===== config.mk =====
export PLATFORM = sky130hd
export DESIGN_NAME = seg_scan_ctrl
export DESIGN_NICKNAME = d
export VERILOG_FILES = /design/src/rtl/seg_scan_pkg.sv /design/src/rtl/seg_scan_ctrl_dec.sv /design/src/rtl/seg_scan_ctrl.sv
export SDC_FILE = /design/constraint.sdc
export NUM_CORES = 1
export LEC_CHECK = 0
export BUFFER_PORTS_ARGS = -buffer_cell sky130_fd_sc_hd__buf_2
export CAP_MARGIN = 20
export CORE_ASPECT_RATIO = 0.5
export CORE_MARGIN = 2
export CORE_UTILIZATION = 40
export DETAILED_ROUTE_END_ITERATION = 10
export PLACE_DENSITY = 0.67
export SLEW_MARGIN = 40
export SYNTH_ARGS = -nofsm -noshare
export SYNTH_HDL_FRONTEND = slang
export SYNTH_HIERARCHICAL = 1
export SYNTH_SLANG_ARGS = --single-unit
export TNS_END_PERCENT = 50

===== constraint.sdc =====
create_clock -name iClk -period 8.95 [get_ports iClk]
set_input_delay 0 -clock iClk [delete_from_list [all_inputs] [get_ports iClk]]
set_output_delay 0 -clock iClk [all_outputs]
set_load 0.02 [all_outputs]

===== src/rtl/seg_scan_pkg.sv =====
// Shared types and constants for the 7-segment scan controller.
package seg_scan_pkg;

  typedef enum logic [1:0] {
    ST_OFF,
    ST_DEAD,
    ST_DRIVE
  } scan_state_t;

  localparam logic [6:0] SEG_OFF = 7'b1111111;
  localparam logic [6:0] SEG_ERR = 7'b0001001;

  // Active-low {g,f,e,d,c,b,a} patterns indexed by nibble value; A..F show the error glyph.
  localparam logic [15:0][6:0] SEG_TABLE = {
    SEG_ERR, SEG_ERR, SEG_ERR, SEG_ERR, SEG_ERR, SEG_ERR,
    7'b0010000,  // 9
    7'b0000000,  // 8
    7'b1111000,  // 7
    7'b0000010,  // 6
    7'b0010010,  // 5
    7'b0011001,  // 4
    7'b0110000,  // 3
    7'b0100100,  // 2
    7'b1111001,  // 1
    7'b1000000   // 0
  };

endpackage


===== src/rtl/seg_scan_ctrl_dec.sv =====
// Combinational nibble to active-low 7-segment decoder.
module seg_nibble_dec
  import seg_scan_pkg::*;
(
  input  logic [3:0] nibble,
  output logic [6:0] seg
);

  assign seg = SEG_TABLE[nibble];

endmodule


===== src/rtl/seg_scan_ctrl.sv =====
// Time-multiplexed scan controller for common-anode 7-segment digits.
// Optional feature: define SEG_LZB_EN to enable leading-zero blanking.
module seg_scan_ctrl
  import seg_scan_pkg::*;
#(
  parameter int unsigned NUM_DIGITS = 8,
  parameter int unsigned CLK_DIV    = 100000
) (
  input  logic                      iClk,
  input  logic                      iRst_n,
  input  logic                      iEn,
  input  logic                      iLoad,
  input  logic [4*NUM_DIGITS-1:0]   iData,
  input  logic [NUM_DIGITS-1:0]     iBlank,
  output logic [NUM_DIGITS-1:0]     oAn,
  output logic [6:0]                oSeg,
  output logic                      oFrame
);

  localparam int unsigned IDX_W = $clog2(NUM_DIGITS);
  localparam int unsigned PRE_W = $clog2(CLK_DIV);
  localparam logic [IDX_W-1:0] IDX_LAST = IDX_W'(NUM_DIGITS - 1);
  localparam logic [PRE_W-1:0] PRE_LAST = PRE_W'(CLK_DIV - 2);

  scan_state_t                     state, state_d;
  logic [IDX_W-1:0]                idx, idx_d;
  logic [PRE_W-1:0]                presc, presc_d;
  logic [NUM_DIGITS-1:0][3:0]      shadow_data;
  logic [NUM_DIGITS-1:0]           shadow_blank;
  logic [NUM_DIGITS-1:0]           blank_eff;
  logic [3:0]                      cur_nibble;
  logic [6:0]                      dec_seg;
  logic [NUM_DIGITS-1:0]           an_d;
  logic [6:0]                      seg_d;
  logic                            frame_d;

  // Shadow copy of the display value, captured on the load strobe in any state.
  always_ff @(posedge iClk or negedge iRst_n) begin
    if (!iRst_n) begin
      shadow_data  <= '0;
      shadow_blank <= '0;
    end else if (iLoad) begin
      shadow_data  <= iData;
      shadow_blank <= iBlank;
    end
  end

`ifdef SEG_LZB_EN
  logic [NUM_DIGITS-1:0] lzb_mask;
  logic                  upper_zero;

  // Digit k is suppressed when it and every higher digit are zero; digit 0 always shows.
  always_comb begin
    lzb_mask   = '0;
    upper_zero = 1'b1;
    for (int unsigned i = NUM_DIGITS - 1; i >= 1; i--) begin
      upper_zero  = upper_zero & (shadow_data[i] == 4'h0);
      lzb_mask[i] = upper_zero;
    end
  end

  assign blank_eff = shadow_blank | lzb_mask;
`else
  assign blank_eff = shadow_blank;
`endif

  // Scan state, digit index and slot prescaler.
  always_ff @(posedge iClk or negedge iRst_n) begin
    if (!iRst_n) begin
      state <= ST_OFF;
      idx   <= '0;
      presc <= '0;
    end else begin
      state <= state_d;
      idx   <= idx_d;
      presc <= presc_d;
    end
  end

  // Next-state logic; disable overrides every other transition.
  always_comb begin
    state_d = state;
    idx_d   = idx;
    presc_d = presc;
    if (!iEn) begin
      state_d = ST_OFF;
      idx_d   = '0;
      presc_d = '0;
    end else begin
      case (state)
        ST_OFF: begin
          state_d = ST_DEAD;
          idx_d   = '0;
          presc_d = '0;
        end
        ST_DEAD: begin
          state_d = ST_DRIVE;
          presc_d = '0;
        end
        ST_DRIVE: begin
          if (presc == PRE_LAST) begin
            state_d = ST_DEAD;
            presc_d = '0;
            idx_d   = (idx == IDX_LAST) ? '0 : idx + 1'b1;
          end else begin
            presc_d = presc + 1'b1;
          end
        end
        default: state_d = ST_OFF;
      endcase
    end
  end

  // Outputs are registered from the next-state values so they change on the same edge
  // as the state; the shadow is read as currently held, which gives the one-cycle load latency.
  assign cur_nibble = shadow_data[idx_d];

  seg_nibble_dec u_dec (
    .nibble (cur_nibble),
    .seg    (dec_seg)
  );

  // Anode/segment/frame values for the cycle following the next edge.
  always_comb begin
    an_d    = '1;
    seg_d   = SEG_OFF;
    frame_d = (state_d == ST_DRIVE) && (idx_d == IDX_LAST) && (presc_d == PRE_LAST);
    if (state_d == ST_DRIVE && !blank_eff[idx_d]) begin
      an_d[idx_d] = 1'b0;
      seg_d       = dec_seg;
    end
  end

  // Output registers; reset forces the display dark without waiting for a clock.
  always_ff @(posedge iClk or negedge iRst_n) begin
    if (!iRst_n) begin
      oAn    <= '1;
      oSeg   <= SEG_OFF;
      oFrame <= 1'b0;
    end else begin
      oAn    <= an_d;
      oSeg   <= seg_d;
      oFrame <= frame_d;
    end
  end

endmodule


==> impl_metrics.py, run 1 <==
metrics = {
    "global_routing": {
        "track_usage_pct": 17.6,
        "grt_pass1_vias": 3193,
        "grt-ovfl-total": 0,
        "grt_max_degree": 79,
        "grt_pass1_wl_mm": 15.3,
        "antenna_found_initial": 0,
    },
    "clocking": {
        "clk_latency_ns": 0.33,
        "ctsResizeCount": 0,
        "cts_tree": "built",
        "root_buffer": "clkbuf_16",
        "clk_pin_slew_worst_paths_ns": 0.06,
        "cts_sinks": 78,
        "cts_max_level": 3,
        "holdBufCountCts": 41,
        "post_cts_buffers": 0,
        "cts_buffers": 9,
        "cts_buffer_depth": 2,
    },
    "power_and_ir_drop": {
        "max-vdd-ir-drop_v": 0.0000920,
        "powerDensity_mw_per_mm2": 160,
        "total_power_uw": 828,
        "cellLeakagePower_uw": 0.00218,
    },
    "flow_run": {
        "drv_cap": 0,
    },
    "layout": {
        "drive_above_1_share_pct": 31.0,
        "final_nets": 514,
        "fin_util_pct": 51.1,
        "antenna_cells": 0,
        "stdcell_count": 607,
        "area_growth_pct": 25.6,
    },
    "routing": {
        "firstDrtPassIters": 4,
        "drc_errors": 0,
        "via_count": 3187,
        "totalWireLength_mm": 9.44,
        "drtIter0Drc": 269,
        "vias_per_cell": 5.25,
        "ant_nets": 0,
        "routedWlPerCell_um": 15.5,
    },
    "logic_synthesis": {
        "syn_area_mm2": 0.00411,
        "synth_cell_types": 64,
        "yosys.area.top_type": "dfrtp_1",
        "synth_edf_count": 0,
        "synthFlopType": "dfrtp_1",
        "yosysSeqAreaShare_pct": 47.9,
        "async_reset_ff_share_pct": 100,
        "yosys_warnings": 6,
        "synth.area.top_cells": "dfrtp_1 (38%), mux2_2 (11%), dfstp_2 (9.6%)",
        "avgSynthCellArea_um2": 11.1,
        "synthCells": 370,
        "ys_ff_latch": 78,
        "yosysTopAreaCellShare_pct": 38.3,
        "syn-num-nets": 422,
    },
    "worst_setup_path": {
        "endpoint_kind": "flop",
        "required_ns": 9.20,
        "crit_buf_inv": 3,
        "critPathMaxFanout": 18,
        "critPathKind": "flop to flop",
        "start_kind": "flop",
        "critPathSlowestCell": "or3_1",
        "slowest_delay_ns": 0.62,
        "critPathTopFamily": "simple AND/OR/NAND/NOR gates",
        "path_common_cell": "inv_1",
        "worst-endpoint-arrival_ns": 4.70,
        "crit_chain": "inv_1 > ha_1 > nor2b_1 > and4_1 > and3_1 > or3_1 > inv_1 > and3_1 > a311o_1 > o22a_1 > inv_1 > ha_1 > and3b_1 > or4b_1",
    },
    "die": {
        "die_area_mm2": 0.0112,
        "dieWidth_um": 147,
        "core_area_mm2": 0.0101,
        "start_util_pct": 40.7,
        "die_h_um": 75.7,
        "ioPinCount": 60,
        "rows": 26,
    },
    "sta": {
        "slew_violations": 0,
        "finalCriticalPeriod_ns": 4.45,
        "finalCritPeriodShare_pct": 49.7,
        "relSlewSlack_pct": 46.1,
        "worst_pin_slew_ns": 0.802,
        "grt_setup_unrepaired": "no",
        "finClkSkew_ns": 0.00686,
        "max_freq_ghz": 0.225,
        "setup_tns_ns": 0,
        "finalSetupViolCount": 0,
        "layout_setup_ws_ns": 4.50,
        "finalHoldViolations": 0,
    },
    "placed_design": {
        "post-place-ws_ns": 4.56,
        "place.port_buffers": 59,
        "place_hpwl_mm": 6.40,
        "dp_cells": 550,
        "gp_congestion": 0.860,
    },
    "outcome": {
        "status": "completed",
    },
    "min_path": {
        "hold_class": "input port to flop",
    },
}
[cell type report]
type                       count  area (um2)
fill                         866        4950
multi-input combinational    264        2000
sequential                    78        1970
timing repair buffer         101         722
clock buffer                  10         229
tap                          140         175
clock inverter                 6        38.8
inverter                       8        30.0
[per-stage QoR]
step | hold slack [ns] | area, um2
finish | 0.0389 | 5170
CTS | 0.0226 | 5170
global route | 0.0532 | 5170
detailed placement | 0.0825 | 4490
global placement | 0.213 | 4480
floorplan | -0.296 | 4110
[path summary, 6_finish.rpt]
check / startpoint / slack [ns] / depth (start not counted) / end
max in group asynchronous: iRst_n / 8.19 / 2 / oFrame$_DFF_PN0_
max reg2reg: presc[0]$_DFF_PN0_ / 4.50 / 14 / oSeg[1]$_DFF_PN1_
min in group asynchronous: iRst_n / 0.24 / 2 / shadow_data[19]$_DFFE_PN0P_
min: iEn / 0.04 / 3 / presc[0]$_DFF_PN0_
min reg2reg: shadow_data[16]$_DFFE_PN0P_ / 0.51 / 1 / shadow_data[16]$_DFFE_PN0P_
max: presc[0]$_DFF_PN0_ / 4.50 / 14 / oSeg[1]$_DFF_PN1_
[worst register-to-register path: stages (launching register included)]
cell	delay, ns
dfrtp_1	0.44
inv_1	0.08
ha_1	0.13
nor2b_1	0.16
and4_1	0.38
and3_1	0.25
or3_1	0.62
inv_1	0.38
and3_1	0.30
a311o_1	0.31
o22a_1	0.26
inv_1	0.11
ha_1	0.22
and3b_1	0.20
or4b_1	0.52
[cells by family (layout without fill, tap and decap cells)]
group | Yosys count | count (layout) | synth area share, %
simple gates | 135 | 135 | 19.0
flops | 78 | 78 | 47.9
xor+xnor | 16 | 16 | 3.41
fa+ha+maj | 8 | 8 | 2.43
compound gates | 51 | 51 | 9.13
buf+inv | 28 | 125 | 3.44
mux | 54 | 54 | 14.6
[where the power goes]
group	internal [uW]	switching (uW)
registers	379	19.6
logic	56.2	47.7
clock network	187	140
[state kept, by name, summed over array words and instances, names as in the netlist]
signal,flops
shadow_data,32
oAn,8
blank_eff,8
oFrame,1
state,2
idx,3
oSeg,7
presc,17
[placed cells by master (no fill, tap or decap), drive strengths merged, types with 11 or more instances in the layout]
| cell type | synthesis | routed |
|---|---|---|
| nand3 | 12 | 12 |
| a21oi | 12 | 12 |
| dfstp | 15 | 15 |
| buf | 10 | 60 |
| nor2 | 28 | 28 |
| dlygate4sd3 | 0 | 41 |
| nand2 | 22 | 22 |
| mux2i | 11 | 11 |
| dfrtp | 63 | 63 |
| mux2 | 43 | 43 |
[routing by layer]
metal	track usage [%]	routed length (um)	vias to the layer above	part of all wire, %
li1	-	-	1544	-
met4	5.98	143	0	1.5
met5	0	0	-	0
met1	22.5	4380	1533	46
met2	29.8	4470	93	47
met3	4.97	436	17	4.6
[cell usage after synthesis, types with 4 or more instances]
cell type / count
nand3_1: 12
buf_1: 4
nor3_1: 10
o211ai_1: 4
nand2_1: 22
dfrtp_1: 63
or3_1: 4
or4b_1: 7
ha_1: 8
and2_1: 4
dfstp_2: 15
a21oi_1: 11
mux2_2: 42
xnor2_1: 7
nor3b_1: 4
and3_1: 8
clkbuf_1: 8
inv_1: 6
nor2_1: 28
a22oi_1: 4
xor2_1: 9
o21ai_0: 7
nand4_1: 9
mux2i_1: 10
Note: power is estimated with default switching activity, not from simulation.
==> inputs of run 2 (changes only) <==
--- a/config.mk
+++ b/config.mk
@@ -11,7 +11,7 @@
 export CORE_MARGIN = 2
 export CORE_UTILIZATION = 40
 export DETAILED_ROUTE_END_ITERATION = 10
-export PLACE_DENSITY = 0.67
+export PLACE_DENSITY = 0.7
 export SLEW_MARGIN = 40
 export SYNTH_ARGS = -nofsm -noshare
 export SYNTH_HDL_FRONTEND = slang
==> constraint.sdc (replaced) <==
create_clock -name iClk -period 4 [get_ports iClk]
set_input_delay 0 -clock iClk [delete_from_list [all_inputs] [get_ports iClk]]
set_output_delay 0 -clock iClk [all_outputs]
set_load 0.02 [all_outputs]
==> impl_metrics.py, run 2 (same netlist as run 1, synthesis figures left out) <==
metrics = {
    "placed_design": {
        "gp_congestion": 0.927,
        "place_hpwl_mm": 6.48,
        "place.port_buffers": 59,
    },
    "die": {
        "ioPinCount": 60,
        "die_area_mm2": 0.0112,
        "dieWidth_um": 147,
        "start_util_pct": 40.7,
        "die_h_um": 75.7,
        "core_area_mm2": 0.0101,
        "rows": 26,
    },
    "global_routing": {
        "grt_pass1_vias": 2960,
        "grt_max_degree": 79,
        "grt-ovfl-total": 0,
        "track_usage_pct": 17.4,
        "antenna_found_initial": 0,
        "grt_pass1_wl_mm": 14.9,
    },
    "sta": {
        "relSlewSlack_pct": 52.5,
        "setup_tns_ns": 0,
        "max_freq_ghz": 0.266,
        "finalCriticalPeriod_ns": 3.76,
        "finalSetupViolCount": 0,
        "finalCritPeriodShare_pct": 93.9,
        "finClkSkew_ns": 0.00608,
        "worst_pin_slew_ns": 0.711,
        "finalHoldViolations": 0,
        "slew_violations": 0,
        "grt_setup_unrepaired": "no",
    },
    "flow_run": {
        "drv_cap": 0,
    },
    "worst_setup_path": {
        "worst-endpoint-arrival_ns": 4.01,
        "endpoint_kind": "flop",
        "critPathKind": "flop to flop",
        "start_kind": "flop",
        "required_ns": 4.25,
        "critPathMaxFanout": 8,
        "crit_chain": "inv_1 > ha_1 > nor2b_1 > and4_2 > and3_1 > or3_1 > mux2_4 > a32o_1 > or4_1 > and3b_1 > or4b_1",
        "slowest_delay_ns": 0.62,
        "critPathSlowestCell": "or4_1",
    },
    "routing": {
        "via_count": 3213,
        "drtIter0Drc": 292,
        "routedWlPerCell_um": 14.9,
        "drc_errors": 0,
        "firstDrtPassIters": 4,
        "totalWireLength_mm": 9.18,
        "vias_per_cell": 5.22,
        "ant_nets": 0,
    },
    "clocking": {
        "cts_buffer_depth": 2,
        "clk_latency_ns": 0.34,
        "cts_tree": "built",
        "cts_buffers": 9,
        "cts_sinks": 78,
        "clk_pin_slew_worst_paths_ns": 0.06,
        "cts_max_level": 3,
        "root_buffer": "clkbuf_16",
    },
    "layout": {
        "antenna_cells": 0,
        "mostFrequentLayoutCells": "dfrtp_1 (63), buf_2 (57), mux2_2 (42)",
        "drive_above_1_share_pct": 33.0,
        "n_fill_cell": 882,
        "final_common_cell": "dfrtp_1",
        "fin_util_pct": 52.1,
        "largest_register": "shadow_data",
        "largestRegisters": "shadow_data x32, presc x17",
        "area_growth_pct": 28.1,
        "largest_reg_flops": 32,
        "final_nets": 523,
    },
    "power_and_ir_drop": {
        "powerDensity_mw_per_mm2": 369,
        "max-vdd-ir-drop_v": 0.000228,
        "cellLeakagePower_uw": 0.00224,
    },
    "outcome": {
        "status": "completed",
    },
    "min_path": {
        "hold_class": "input port to flop",
    },
}
-- run 2: path summary, 6_finish.rpt --
path	cells past startpoint	slack (ns)	to	start
setup reg to reg	11	0.24	oSeg[1]$_DFF_PN1_	presc[0]$_DFF_PN0_
setup / recovery	11	0.24	oSeg[1]$_DFF_PN1_	presc[0]$_DFF_PN0_
min in group asynchronous	2	0.25	shadow_data[7]$_DFFE_PN0P_	iRst_n
hold reg to reg	1	0.50	shadow_data[15]$_DFFE_PN0P_	shadow_data[15]$_DFFE_PN0P_
max in group asynchronous	2	3.26	presc[2]$_DFF_PN0_	iRst_n
hold / removal	3	0.05	presc[0]$_DFF_PN0_	iEn
-- run 2: area by class of cell --
class	instances	area [um2]	share of cell area [%]
clock buffers	11	243	4.61
clock inverters	5	57.6	1.09
inverters	8	30.0	0.570
multi-input cells	264	2000	38.0
flip-flops and latches	78	1970	37.4
well taps	140	175	3.32
repair buffers	110	790	15.0
-- run 2: what timing repair did --
| item | 4_1_cts | 5_1_grt |
|---|---|---|
| gates resized for setup | 0 | 2 |
| endpoints found under the setup margin | 0 | 2 |
| hold endpoints to repair | 103 | 0 |
| setup buffers | 0 | 0 |
| hold buffers | 41 | 0 |
-- run 2: worst max-delay path, delay by kind of cell, from the launching register on --
family / cells / cell delay, ns
and+or+nand+nor: 7 / 2.39
buffers and inverters: 1 / 0.07
muxes: 1 / 0.32
DFF: 1 / 0.45
adders and majority gates: 1 / 0.18
AOI/OAI and AO/OA: 1 / 0.24
-- run 2: routing by layer --
layer	global-route usage (%)	wire, um
met1	23.9	4390
met2	27.6	4280
met3	4.49	394
met4	5.98	102
met5	0	0
-- run 2: where the power goes --
| part | switching, uW | leakage (uW) | internal (uW) |
|---|---|---|---|
| combinational | 112 | 0.00114 | 131 |
| clock | 315 | 0.000150 | 501 |
| sequential | 36.9 | 0.000945 | 847 |
-- run 2: through the flow --
| step | cell area [um2] | std cells | setup slack [ns] | power, uW | hold slack (ns) |
|---|---|---|---|---|---|
| floorplan | 4110 | 370 | 0.346 | 1030 | -0.296 |
| global placement | 4550 | 559 | 0.347 | 1110 | 0.216 |
| detailed placement | 4560 | 559 | 0.252 | 1110 | 0.0848 |
| CTS | 5270 | 616 | 0.241 | 1970 | 0.0216 |
| global route | 5270 | 616 | 0.0556 | 2030 | 0.0733 |
| finish | 5270 | 616 | 0.245 | 1940 | 0.0531 |
